<file path="src/rtl/mcb_rr_drain.sv">
// Round-robin drain of NUM_CH single-clock FIFOs into a tagged valid/ready stream.
// Optional per-channel delivered-word counters are built when MCB_RD_STATS_EN is defined.
module mcb_rr_drain #(
   parameter int unsigned NUM_CH     = 4,
   parameter int unsigned DATA_WIDTH = 8,
   parameter int unsigned FIFO_DEPTH = 16,
   parameter int unsigned BURST_MAX  = 4
) (
   input  logic                                           clk,
   input  logic                                           reset,
   input  logic [NUM_CH*($clog2(FIFO_DEPTH)+1)-1:0]       ch_usedw,
   output logic [NUM_CH-1:0]                              ch_rd_en,
   input  logic [NUM_CH*DATA_WIDTH-1:0]                   ch_data,
   output logic                                           m_valid,
   input  logic                                           m_ready,
   output logic [DATA_WIDTH-1:0]                          m_data,
   output logic [$clog2(NUM_CH)-1:0]                      m_chan,
   output logic                                           m_last,
   output logic [NUM_CH*16-1:0]                           stat_words
);

   localparam int unsigned UW = $clog2(FIFO_DEPTH) + 1;
   localparam int unsigned CW = $clog2(NUM_CH);
   localparam int unsigned BW = $clog2(BURST_MAX + 1);

   typedef enum logic {StArb, StBurst} state_e;

   typedef struct packed {
      logic [DATA_WIDTH-1:0] data;
      logic [CW-1:0]         chan;
      logic                  last;
   } ent_t;

   state_e        state_q, state_d;
   logic [CW-1:0] rr_ptr_q, rr_ptr_d;
   logic [CW-1:0] gnt_q, gnt_d;
   logic [BW-1:0] burst_cnt_q, burst_cnt_d;
   logic          infl_q, infl_d;
   logic [CW-1:0] infl_chan_q, infl_chan_d;
   logic          infl_last_q, infl_last_d;
   logic [1:0]    occ_q, occ_d;
   ent_t          head_q, head_d;
   ent_t          tail_q, tail_d;

   logic [NUM_CH-1:0] nonempty;
   logic [UW-1:0]     gnt_usedw;
   logic              found;
   logic [CW-1:0]     pick;
   logic              hs;
   logic              credit;
   logic              issue;
   logic              last_tag;
   ent_t              cap;

   always_comb begin
      nonempty = '0;
      for (int i = 0; i < NUM_CH; i++) begin
         nonempty[i] = (ch_usedw[i*UW +: UW] != '0);
      end
      found = 1'b0;
      pick  = '0;
      for (int unsigned k = 1; k <= NUM_CH; k++) begin
         if (!found && nonempty[(32'(rr_ptr_q) + k) % NUM_CH]) begin
            found = 1'b1;
            pick  = CW'((32'(rr_ptr_q) + k) % NUM_CH);
         end
      end
   end

   assign gnt_usedw = ch_usedw[gnt_q*UW +: UW];
   assign hs        = (occ_q != 2'd0) && m_ready;
   // Words already buffered or in flight, less the one leaving this cycle, must leave a free slot.
   assign credit    = (({1'b0, occ_q} + {2'b0, infl_q} - {2'b0, hs}) < 3'd2);
   assign issue     = (state_q == StBurst) && (gnt_usedw != '0) && credit && !reset;
   assign last_tag  = (burst_cnt_q == BW'(BURST_MAX - 1)) || (gnt_usedw == UW'(1));
   assign ch_rd_en  = issue ? (NUM_CH'(1) << gnt_q) : '0;

   always_comb begin
      state_d     = state_q;
      rr_ptr_d    = rr_ptr_q;
      gnt_d       = gnt_q;
      burst_cnt_d = burst_cnt_q;
      case (state_q)
         StArb: begin
            if (found) begin
               gnt_d       = pick;
               burst_cnt_d = '0;
               state_d     = StBurst;
            end
         end
         StBurst: begin
            if (gnt_usedw == '0) begin
               rr_ptr_d = gnt_q;
               state_d  = StArb;
            end else if (issue) begin
               burst_cnt_d = burst_cnt_q + BW'(1);
               if (last_tag) begin
                  rr_ptr_d = gnt_q;
                  state_d  = StArb;
               end
            end
         end
         default: state_d = StArb;
      endcase
   end

   always_comb begin
      infl_d      = issue;
      infl_chan_d = issue ? gnt_q : infl_chan_q;
      infl_last_d = issue ? last_tag : infl_last_q;
      cap.data    = ch_data[infl_chan_q*DATA_WIDTH +: DATA_WIDTH];
      cap.chan    = infl_chan_q;
      cap.last    = infl_last_q;
      head_d      = head_q;
      tail_d      = tail_q;
      occ_d       = occ_q;
      case ({infl_q, hs})
         2'b10: begin
            if (occ_q == 2'd0) head_d = cap;
            else               tail_d = cap;
            occ_d = occ_q + 2'd1;
         end
         2'b01: begin
            head_d = tail_q;
            occ_d  = occ_q - 2'd1;
         end
         2'b11: begin
            if (occ_q == 2'd1) begin
               head_d = cap;
            end else begin
               head_d = tail_q;
               tail_d = cap;
            end
         end
         default: ;
      endcase
   end

   always_ff @(posedge clk) begin
      if (reset) begin
         state_q     <= StArb;
         rr_ptr_q    <= CW'(NUM_CH - 1);
         gnt_q       <= '0;
         burst_cnt_q <= '0;
         infl_q      <= 1'b0;
         infl_chan_q <= '0;
         infl_last_q <= 1'b0;
         occ_q       <= 2'd0;
         head_q      <= '0;
         tail_q      <= '0;
      end else begin
         state_q     <= state_d;
         rr_ptr_q    <= rr_ptr_d;
         gnt_q       <= gnt_d;
         burst_cnt_q <= burst_cnt_d;
         infl_q      <= infl_d;
         infl_chan_q <= infl_chan_d;
         infl_last_q <= infl_last_d;
         occ_q       <= occ_d;
         head_q      <= head_d;
         tail_q      <= tail_d;
      end
   end

   assign m_valid = (occ_q != 2'd0);
   assign m_data  = head_q.data;
   assign m_chan  = head_q.chan;
   assign m_last  = head_q.last;

`ifdef MCB_RD_STATS_EN
   logic [15:0] stat_q [NUM_CH];
   logic [15:0] stat_d [NUM_CH];

   always_comb begin
      for (int i = 0; i < NUM_CH; i++) begin
         stat_d[i] = stat_q[i];
         if (hs && (m_chan == CW'(i)) && (stat_q[i] != 16'hFFFF)) begin
            stat_d[i] = stat_q[i] + 16'd1;
         end
      end
   end

   always_ff @(posedge clk) begin
      for (int i = 0; i < NUM_CH; i++) begin
         if (reset) stat_q[i] <= 16'd0;
         else       stat_q[i] <= stat_d[i];
      end
   end

   for (genvar g = 0; g < NUM_CH; g++) begin : g_stat
      assign stat_words[g*16 +: 16] = stat_q[g];
   end
`else
   assign stat_words = '0;
`endif

endmodule
</file>
<file path="config.mk">
export PLATFORM = sky130hd
export DESIGN_NAME = mcb_rr_drain
export DESIGN_NICKNAME = d
export VERILOG_FILES = /design/src/rtl/mcb_rr_drain.sv
export SDC_FILE = /design/constraint.sdc
export NUM_CORES = 1
export LEC_CHECK = 0
export CORE_MARGIN = 2
export CORE_UTILIZATION = 29
export CTS_CLUSTER_DIAMETER = 200
export DETAILED_ROUTE_END_ITERATION = 12
export PLACE_DENSITY = 0.66
export SYNTH_ARGS = -nofsm -noshare
export SYNTH_HDL_FRONTEND = slang
export SYNTH_SLANG_ARGS = --single-unit
</file>
<file path="constraint.sdc">
create_clock -name clk -period 9.3 [get_ports clk]
set_clock_uncertainty 0.1 [all_clocks]
set_input_delay 1.86 -clock clk [delete_from_list [all_inputs] [get_ports clk]]
set_output_delay 1.86 -clock clk [all_outputs]
set_load 0.1 [all_outputs]
</file>
==> results by stage <==
STA:
- The worst hold slack after final layout is 0.374 ns.
- The final count of hold timing violations is 0.
- In the finished design, the share of the clock period the worst path needs comes to 0.800.
- The count of final setup violators is 0.
- The relative slew slack is 0.328.
- The shortest clock period the worst path allows after layout is around 7.4 ns.
- Setup repair after global routing left no endpoint under its margin.
- The final setup TNS is 0 ns.
- Static timing analysis puts the maximum clock frequency at 134 MHz.
- The number of max-slew violations in the final report came to 0.
- The pin slew with the least headroom to its limit is 1.00 ns.

Final layout:
- Relative to the synthesized area, the layout overhead comes to 26.0%.
- The count of inserted antenna diode cells is 0.
- The number of nets in the layout is 409.
- The fraction of final layout cells sized beyond drive strength 1 is 0.103.

Detailed routing:
- The average routed wire per standard cell is 11.5 um.
- The first-iteration detailed-routing DRC count is 66.
- Using the TritonRoute via totals, the vias-per-cell ratio works out to 4.44.
- The pre-antenna-repair detailed-routing pass consisted of 4 iterations.
- In the routed design, unresolved DRC markers number 0.
- The count of vias placed by the detailed router is 2026.
- Once detail routing completed, the nets flagged for antenna violations numbered 0.
- The total wire length after detailed routing is 5260 um.

Floorplanning:
- The region available for standard cell placement spans 8590 um2.
- The chip height is 97.2 um.
- The top-level I/O count is approximately 140.
- The placement row count is 34.
- The die area is 9460 um2.
- In this run the horizontal extent of the chip is roughly 97 um.
- For this configuration, the core starts out at a cell density of 0.293.

Yosys:
- After synthesis, the cell types taking the most area are sky130_fd_sc_hd__dfxtp_1 29%, sky130_fd_sc_hd__buf_4 19%, sky130_fd_sc_hd__mux4_2 8.0%.
- Of the total synthesized cell area, the portion taken by XOR and XNOR cells is 0.0104.
- The share of the synthesized area in compound gates (AO/OA/AOI/OAI) was 0.170.
- In the post-synthesis netlist, the cell with the most instances is sky130_fd_sc_hd__buf_4.
- The area of the mapped netlist is 2520 um2.
- The synthesized netlist cell count is 281.
- The adder and majority gate portion of the synthesized area is 0.0377.
- Of the total synthesized cell area, the portion taken by AND, OR, NAND and NOR gates is 0.133.
- The portion of netlist area occupied by mux cells is 0.136.
- For this run, asynchronously set or reset flops after synthesis account for 0.
- The warning count from the yosys run is 0.
- The dominant combinational cell family by area after synthesis is buffers and inverters.
- The share of synthesized area in the top cell type comes to 0.286.
- The most frequently used flop master after synthesis is sky130_fd_sc_hd__dfxtp_1.
- The number of synthesized register bits is 36.
- The top cell type by total area after synthesis is sky130_fd_sc_hd__dfxtp_1.
- The post-synthesis area per instance is 8.97 um2.
- Yosys mapped the design onto 45 distinct sky130hd cell types.
- The synthesized design contains 0 enable-type register cells.
- After synthesis, the most frequently instantiated cells are 64 x sky130_fd_sc_hd__buf_4, 36 x sky130_fd_sc_hd__dfxtp_1, 36 x sky130_fd_sc_hd__nor2_1.
- Of the synthesized area, sequential elements account for 0.286.

Clock network:
- The clock root buffer master is sky130_fd_sc_hd__clkbuf_8.
- The longest clock path from root to sink contains 2 buffers.
- Counting the buffers created by CTS gives 5.
- In this run, post-CTS repair resized a total of 0 instances.
- The number of hold buffers added after CTS is 0.
- TritonCTS built the clock tree.
- The clock sink count is 36.
- The H-tree generated during clock tree synthesis spans 2 levels.
- The clock transition at the register clock pins on the worst setup and hold paths after CTS is 0.06 ns.
- The post-CTS setup repair buffer count is 0.
- The clock latency on the worst-skew pair is 0.29 ns.

Setup path:
- STA classifies the critical path startpoint as an input pin.
- The critical path class is input pin to output port.
- The sort of element at the end of the critical path is an output port.
- The required time at the worst-slack endpoint is 7.34 ns.
- The signal arrival time at the worst endpoint is 5.48 ns.
- The peak fanout along the critical path is 5.

Global route:
- Entering global routing, the biggest net connects 39 pins.
- The first-pass GRT wire length is 8890 um.
- The via count of the first global-routing pass is approximately 1900.
- The number of antenna violations at the first check in global routing is 0.
- Across every metal layer, demand over resource in global routing totals 0.114.
- After global routing the overflow that remains totals 0.

Power and ir drop:
- Across the VDD grid, the largest voltage drop is 0.0794 mV.
- The leakage dissipation is between 1 and 1.5 nW.
- The power per cell area is ~270 nW/um2.
- Power comes to 0.000871 W.

Place:
- The estimated wirelength of the detail-placed design is 4110 um.
- The congestion estimate from routability-driven global placement came to slightly below 0.8.
- The number of port buffers is 70.

Flow run:
- The max capacitance violation total is 0.

Outcome:
- The flow ran to the end, and the final reports show no timing, DRC or antenna violations.

Worst hold path:
- The type of the tightest min-delay check is register to register.
[state kept, by name (all words and copies together) (netlist names), 2 cells and up]
| name | flops |
|---|---|
| occ_q | 2 |
| m_chan | 2 |
| burst_cnt_q | 3 |
| rr_ptr_q | 2 |
| gnt_q | 2 |
| tail_q | 11 |
| infl_chan_q | 2 |
| m_data | 8 |
[cell usage in the layout (no fill, tap or decap), types with 3 or more instances in the layout]
cell,synthesis,layout
sky130_fd_sc_hd__conb_1,1,64
sky130_fd_sc_hd__mux4_2,9,9
sky130_fd_sc_hd__o21ai_0,6,5
sky130_fd_sc_hd__nand2_1,7,7
sky130_fd_sc_hd__a21oi_1,8,8
sky130_fd_sc_hd__ha_1,6,6
sky130_fd_sc_hd__xor2_1,3,3
sky130_fd_sc_hd__dfxtp_1,36,36
sky130_fd_sc_hd__nor2_1,36,36
sky130_fd_sc_hd__clkdlybuf4s50_1,0,70
sky130_fd_sc_hd__a22oi_1,11,11
sky130_fd_sc_hd__inv_1,9,9
sky130_fd_sc_hd__mux2i_1,14,14
sky130_fd_sc_hd__a211oi_1,12,12
sky130_fd_sc_hd__nor3_1,4,4
sky130_fd_sc_hd__nand3_1,3,3
sky130_fd_sc_hd__clkbuf_8,0,6
sky130_fd_sc_hd__or4_4,3,3
sky130_fd_sc_hd__buf_4,64,3
sky130_fd_sc_hd__or2_2,5,5
[final timing paths]
kind                                        to  slack (ns)  cells after the start            from
worst max-delay path               ch_rd_en[2]        1.86                     12         m_ready
worst min register to register  burst_cnt_q[0]        0.37                      1  burst_cnt_q[0]
worst max register to register  burst_cnt_q[2]        6.37                     12        occ_q[1]
worst min-delay path            burst_cnt_q[0]        0.37                      1  burst_cnt_q[0]
[logic make-up (layout without fill, tap and decap cells)]
logic type,count (synthesis),count (layout)
fa+ha+maj,7,7
simple gates,69,69
other cells,1,64
compound gates,56,56
buf+inv,86,90
mux,23,23
flops,36,36
xor+xnor,3,3
[power by group]
group	internal [W]	total [W]	switching, W
registers	0.000189	0.000213	0.0000241
clock network	0.0000602	0.000117	0.0000572
logic	0.000130	0.000540	0.000410
[per-stage QoR]
step | instance area, um2 | setup WS (ns) | utilization | cells
2_1_floorplan | 2760 | 1.92 | - | 344
3_3_place_gp | 3080 | 1.95 | 0.359 | 448
3_5_place_dp | 3080 | 1.86 | 0.359 | 448
4_1_cts | 3180 | 1.85 | 0.370 | 456
5_1_grt | 3180 | 1.60 | 0.370 | 456
6_report | 3180 | 1.86 | 0.370 | 456
[layer usage]
layer | wire (um) | GRT usage | vias up
met3 | 311 | 0.0317 | 7
met4 | 65 | 0.0374 | 0
met5 | 0 | 0 | -
met1 | 2190 | 0.131 | 956
li1 | - | - | 996
met2 | 2700 | 0.205 | 67
[critical path, cell delays in order]
cell and delay, ns:
sky130_fd_sc_hd__clkdlybuf4s50_1 0.51, sky130_fd_sc_hd__nand2_1 0.12, sky130_fd_sc_hd__nor2_1 0.18, sky130_fd_sc_hd__o21ai_0 0.14, sky130_fd_sc_hd__fa_1 0.39, sky130_fd_sc_hd__xor2_1 0.15
sky130_fd_sc_hd__nor3b_1 0.28, sky130_fd_sc_hd__and2_1 0.29, sky130_fd_sc_hd__nand2_1 0.15, sky130_fd_sc_hd__inv_1 0.11, sky130_fd_sc_hd__and3_1 0.16, sky130_fd_sc_hd__clkdlybuf4s50_1 1.14
[cell type report]
class | instances | area, um2
clock buffers | 7 | 86.3
clock inverters | 1 | 7.51
fillers | 863 | 5420
inverters | 9 | 33.8
multi-input cells | 222 | 1470
flip-flops and latches | 36 | 721
well taps | 108 | 135
repair buffers | 73 | 723
Note: power is estimated with default switching activity, not from simulation.
